[config.mk]
export PLATFORM = sky130hd
export DESIGN_NAME = sk16_sub_pipe
export DESIGN_NICKNAME = d
export VERILOG_FILES = /design/src/rtl/sk16_sub_pipe.sv
export SDC_FILE = /design/constraint.sdc
export NUM_CORES = 1
export LEC_CHECK = 0
export BUFFER_PORTS_ARGS = -buffer_cell sky130_fd_sc_hd__buf_2
export CAP_MARGIN = 10
export CORE_MARGIN = 1.5
export CORE_UTILIZATION = 60
export DETAILED_ROUTE_END_ITERATION = 6
export GPL_ROUTABILITY_DRIVEN = 0
export PLACE_DENSITY = 0.83
export SLEW_MARGIN = 20
export SYNTH_ARGS = -nofsm -noshare
export SYNTH_HDL_FRONTEND = slang
export SYNTH_SLANG_ARGS = --single-unit
[constraint.sdc]
create_clock -name clk -period 9.2 [get_ports clk]
set_input_delay 0.92 -clock clk [delete_from_list [all_inputs] [get_ports clk]]
set_output_delay 0.92 -clock clk [all_outputs]
set_load 0.005 [all_outputs]
[src/rtl/sk16_sub_pipe.sv]
// 16-bit subtractor (a + ~b + 1) using a Sklansky prefix tree split over a
// 3-stage valid/ready pipeline; stages load when empty or when their content moves on.
module sk16_sub_pipe (
  input  logic        clk,
  input  logic        rst_n,
  input  logic        flush,
  input  logic        in_valid,
  output logic        in_ready,
  input  logic [15:0] a,
  input  logic [15:0] b,
  output logic        out_valid,
  input  logic        out_ready,
  output logic [15:0] diff,
  output logic        borrow,
  output logic        ovf,
  output logic        zero
);

  logic        s1_valid_reg, s2_valid_reg, s3_valid_reg;
  logic [15:0] s1_g_reg, s1_p_reg;
  logic        s1_a15_reg, s1_b15_reg;
  logic [15:0] s2_g_reg, s2_gp_reg, s2_p_reg;
  logic        s2_a15_reg, s2_b15_reg;
  logic [15:0] s3_diff_reg;
  logic        s3_borrow_reg, s3_ovf_reg, s3_zero_reg;

  logic s1_load, s2_load, s3_load;

  // A stage may load when it is empty or its content is leaving this edge.
  assign s3_load  = !s3_valid_reg || out_ready;
  assign s2_load  = !s2_valid_reg || s3_load;
  assign s1_load  = !s1_valid_reg || s2_load;
  assign in_ready = rst_n && !flush && s1_load;

  // Prefix levels 1-2 read S1, levels 3-4 read the S2 registers.
  logic [15:0] lg [0:4];
  logic [15:0] lp [0:3];
  logic [15:0] sg [1:4];
  logic [15:0] sp [1:4];

  // Carry-in of 1 folds into bit 0 as a generate; its group propagate is then moot.
  assign lg[0] = {s1_g_reg[15:1], s1_g_reg[0] | s1_p_reg[0]};
  assign lp[0] = {s1_p_reg[15:1], 1'b0};

  for (genvar li = 1; li <= 4; li++) begin : g_lvl
    localparam int S = 1 << (li - 1);
    if (li == 3) begin : g_src_reg
      assign sg[li] = s2_g_reg;
      assign sp[li] = s2_gp_reg;
    end else begin : g_src_comb
      assign sg[li] = lg[li-1];
      assign sp[li] = lp[li-1];
    end
    for (genvar gi = 0; gi < 16; gi++) begin : g_bit
      if (((gi / S) % 2) == 1) begin : g_comb
        localparam int J = (gi / (2 * S)) * (2 * S) + S - 1;
        assign lg[li][gi] = sg[li][gi] | (sp[li][gi] & sg[li][J]);
        if (li < 4) begin : g_p
          assign lp[li][gi] = sp[li][gi] & sp[li][J];
        end
      end else begin : g_pass
        assign lg[li][gi] = sg[li][gi];
        if (li < 4) begin : g_p
          assign lp[li][gi] = sp[li][gi];
        end
      end
    end
  end

  logic [15:0] sum_c;
  logic        cout_c;
  assign sum_c  = s2_p_reg ^ {lg[4][14:0], 1'b1};
  assign cout_c = lg[4][15];

  always_ff @(posedge clk or negedge rst_n) begin
    if (!rst_n) begin
      s1_valid_reg  <= 1'b0;
      s2_valid_reg  <= 1'b0;
      s3_valid_reg  <= 1'b0;
      s3_diff_reg   <= 16'h0000;
      s3_borrow_reg <= 1'b0;
      s3_ovf_reg    <= 1'b0;
      s3_zero_reg   <= 1'b0;
    end else begin
      if (flush) begin
        s1_valid_reg <= 1'b0;
        s2_valid_reg <= 1'b0;
        s3_valid_reg <= 1'b0;
      end else begin
        if (s1_load) s1_valid_reg <= in_valid;
        if (s2_load) s2_valid_reg <= s1_valid_reg;
        if (s3_load) s3_valid_reg <= s2_valid_reg;
      end
      if (!flush && s2_valid_reg && s3_load) begin
        s3_diff_reg   <= sum_c;
        s3_borrow_reg <= !cout_c;
        s3_ovf_reg    <= (s2_a15_reg != s2_b15_reg) && (sum_c[15] != s2_a15_reg);
        s3_zero_reg   <= (sum_c == 16'h0000);
      end
    end
  end

  // Stage 1/2 payload is don't-care while its valid bit is low, so it needs no reset.
  always_ff @(posedge clk) begin
    if (in_valid && in_ready) begin
      s1_g_reg   <= a & ~b;
      s1_p_reg   <= a ^ ~b;
      s1_a15_reg <= a[15];
      s1_b15_reg <= b[15];
    end
    if (s1_valid_reg && s2_load) begin
      s2_g_reg   <= lg[2];
      s2_gp_reg  <= lp[2];
      s2_p_reg   <= s1_p_reg;
      s2_a15_reg <= s1_a15_reg;
      s2_b15_reg <= s1_b15_reg;
    end
  end

  assign out_valid = s3_valid_reg;
  assign diff      = s3_diff_reg;
  assign borrow    = s3_borrow_reg;
  assign ovf       = s3_ovf_reg;
  assign zero      = s3_zero_reg;

endmodule

# Word-level counts from Yosys, hierarchy flattened
# Cells that the tools add are included.
[op_classes] bitwise=86 reduce_logical=19 eq_ne=2 n_mux=6
[op_table] operator="$and 1x1->1" n=49
[op_table] operator="$or 1x1->1" n=33
[op_table] operator="$xor 16x16->16" n=2
[op_table] operator="$and 16x16->16" n=1
[op_table] operator="$logic_not 16->1" n=1
[op_table] operator="$not 16->16" n=1
[op_table] operator="$logic_and 1x1->1" n=7
[op_table] operator="$mux 1" n=6
[op_table] operator="$reduce_bool 2->1" n=3
[op_table] operator="$logic_not 1->1" n=5
[op_table] operator="$logic_or 1x1->1" n=3
[op_table] operator="$ne 1x1->1" n=2
[word_totals] ff_bits=102 word_cells=129 out_inout_bits=21 input_bits=37

# Longest topological paths before layout
[logic_depth] ltp_word=7 ltp_mapped=6 mapped_depth_nobuf=6

# Least setup slack after synthesis
# No wires, ideal clock.
[synth_path] path_kind="input to register" start="in out_ready" end="reg s2_a15_reg (enable)" path_buffers=0 required_time_ns=8.691 arrival_ns=4.124 setup_time_ns=0.509 stages=2 path_slack_ns=4.567 cell_sequence="nor2b_4 a21boi_0"
[synth_between] elab_chain_cells=3
[synth_lines] item="from (decl)" line="12" rtl="input logic out_ready,"
[synth_lines] item="$logic_or 1x1->1" line="30" rtl="assign s3_load = !s3_valid_reg || out_ready;"
[synth_lines] item="$logic_or 1x1->1" line="31" rtl="assign s2_load = !s2_valid_reg || s3_load;"
[synth_lines] item="$logic_and 1x1->1" line="111" rtl="if (s1_valid_reg && s2_load) begin"
[synth_lines] item="to (signal assigned)" line="115" rtl="s2_a15_reg <= s1_a15_reg;"
[synth_lines] item="to (decl)" line="23" rtl="logic s2_a15_reg, s2_b15_reg;"
# No other way between the ends.
# A chain may end at the register's enable or synchronous reset.

# Final worst setup path
[layout_path] start="in rst_n" end="out in_ready"
[layout_between] elab_chain_cells=2
[layout_lines] item="from (decl)" line="5" rtl="input logic rst_n,"
[layout_lines] item="$logic_and 1x1->1 (2 in series)" line="33" rtl="assign in_ready = rst_n && !flush && s1_load;"
[layout_lines] item="to (decl)" line="8" rtl="output logic in_ready,"
# No other way between the ends.

==> impl_metrics.toml <==
[finish]
fill_cells = 428
area_growth_pct = 14.90
final_cell_count_no_fill = 403
diodes = 0
fin_nets = 375
drive_above_1_share_pct = 23.93

[worst_setup_path]
crit_buf_inv = 3
required_ns = 8.28
cpPeakStageDelay_ns = 0.40
r2r_cells = 5
r2r-end = "zero"
crit_path_frequent_cell = "buf_2"
worst-r2r-setup-slack_ns = 7.00
critPathMaxFanout = 23
crit_path_end_kind = "output port"
worstSetupStartpoint = "rst_n"
crit_path_start_kind = "input pin"
critPathKind = "in2out"
cp.arrival_ns = 1.82
endpoint = "in_ready"
crit_chain = "buf_2 > inv_1 > a311oi_1 > buf_2"
crit_family = "buffers and inverters"
slowest_stage = "buf_2"
r2r-start = "out_valid"
path_depth = 4

[yosys]
synth_edf_count = 77
synthFlopType = "edfxtp_1"
async_reset_ff_share_pct = 22.22
ys_top_cells_by_count = "edfxtp_1 (77), dfrtp_1 (22), inv_1 (21), ha_1 (17), nand2_1 (16)"
synthTopCellsByArea = "edfxtp_1 (59%), dfrtp_1 (14%), ha_1 (5.5%)"
synth_area_mm2 = 0.003896
yosysSeqAreaShare_pct = 73.47
synth_top_area_share_pct = 59.34
synth_warnings = 0
netlist_instances = 255
syn_nets = 309
yosysTopAreaCell = "edfxtp_1"
yosysMostFrequentCell = "edfxtp_1"
yosys_register_bits = 99
syn_area_per_cell_um2 = 15.28
netlist-cell-type-count = 35

[detailed_routing]
viasPerCell = 5.385
routed_wl_um = 5923
ant_nets = 0
routedWlPerCell_um = 14.70
drc_errors = 0
drtPass1Iterations = 4
drtIter0Drc = 158
vias = 2170

[clocking]
cts_hold_buf = 0
clk_path_buf_depth = 2
clkTransAtPathRegs_ns = 0.09
clk_latency_ns = 0.35
postCtsSetupBuffers = 0
cts_resized = 0
htree_levels = 3
clock_sinks = 99
cts_tree = "built"
cts_buffers = 9
root_buffer = "clkbuf_8"

[placed_design]
place_hpwl_um = 4096
port_buffers = 57
dp_cells = 387
place_ws_ns = 6.432

[grt]
grt_overflow_total = 0
grt_usage_pct = 19.10
grt_start_max_net_pins = 44
grt_pass1_wl_um = 10140
grt_pass1_vias = 2187
antenna_found_initial = 0

[sta]
fmax_mhz = 364.8
final-hold-violation-count = 0
grt_setup_unrepaired = "false"
skew_ns = 0.01211
setup_slack_ns = 6.459
setup-tns-final_ns = 0
worstMarginPinSlew_ns = 1.029
slew_headroom_pct = 31.40
finalCriticalPeriod_ns = 2.741
min_period_over_period_pct = 29.80
setup_viol = 0
drv_slew = 0

[power_and_ir_drop]
ir_drop_uv = 130.3
power.leakage_uw = 0.001864
p_per_area_mw_per_mm2 = 194.7

[job]
maxCapViolCount = 0

[worst_hold_path]
hold_path_class = "reg2reg"

[outcome]
status = "finished clean"

[floorplanning]
pin_count = 58
dieArea_mm2 = 0.006986
start_util_pct = 61.71
die_w_um = 83.59
die_h_um = 83.59
core_area_mm2 = 0.006314
placementRows = 29
cell type report:
| class | instances | area, um^2 | area share (%) |
|---|---|---|---|
| Sequential cell | 99 | 2863 | 63.95 |
| Clock inverter | 4 | 50.05 | 1.118 |
| Tap cell | 77 | 96.34 | 2.152 |
| Clock buffer | 12 | 145.1 | 3.242 |
| Timing Repair Buffer | 59 | 300.3 | 6.708 |
| Inverter | 21 | 78.83 | 1.761 |
| Multi-Input combinational cell | 131 | 943.4 | 21.07 |
power by group:
group	total (uW)	switching [uW]	internal [uW]
clock	266	133	133
sequential	535	17.2	518
combinational	70.4	37.1	33.2
total	872	188	684
per-layer routing:
layer | global-route usage [%] | vias up | part of all wire [%]
met5 | 0 | - | 0
met1 | 23.26 | 1028 | 43
met3 | 4.253 | 16 | 4.2
li1 | - | 1070 | -
met4 | 10.43 | 0 | 2.7
met2 | 31.89 | 56 | 50
worst min path at each step:
stage,start,to,depth (start not counted)
after floorplan,s1_a15_reg,s2_a15_reg,0
after global placement,s1_b15_reg,s2_b15_reg,0
after detailed placement,s1_a15_reg,s2_a15_reg,0
after CTS,s1_a15_reg,s2_a15_reg,0
after global routing,s1_b15_reg,s2_b15_reg,0
final,s1_b15_reg,s2_b15_reg,0
cells by family after synthesis:
kind of cell / share of synthesized area (%)
adders and majority gates: 5.459
xor gates and xnor gates: 2.023
DFF: 73.47
and+or+nand+nor: 7.290
buffers and inverters: 2.601
muxes: 0.5459
AOI/OAI and AO/OA: 8.606
cell usage in the layout, fill, tap and decap left out, types with 6 or more instances in the layout:
cell type / synthesis / final
and2_1: 8 / 8
o21ai_0: 11 / 11
inv_1: 21 / 21
nand2_1: 16 / 16
a21o_1: 14 / 14
nor2_1: 6 / 6
a21oi_1: 11 / 11
and3_1: 6 / 6
clkbuf_8: 0 / 10
edfxtp_1: 77 / 77
ha_1: 17 / 17
buf_2: 0 / 57
dfrtp_1: 22 / 22
worst register-to-register path, stage by stage, from the launching register on:
cell and delay, ns:
dfrtp_1 0.38, nor2b_4 0.15, or3b_1 0.78, nand4bb_1 0.37, nor4_2 0.24, a41o_1 0.22
stage by stage:
step           cell area (um^2)  hold slack (ns)  util, %  power, uW
2_1_floorplan              3896           0.4003        -      575.9
3_3_place_gp               4282           0.4036    67.82      610.1
3_5_place_dp               4282           0.4124    67.82      616.0
4_1_cts                    4477           0.4337    70.91      882.0
5_1_grt                    4477           0.4555    70.91      911.2
6_report                   4477           0.4403    70.91      871.5
Note: power is estimated with default switching activity, not from simulation.
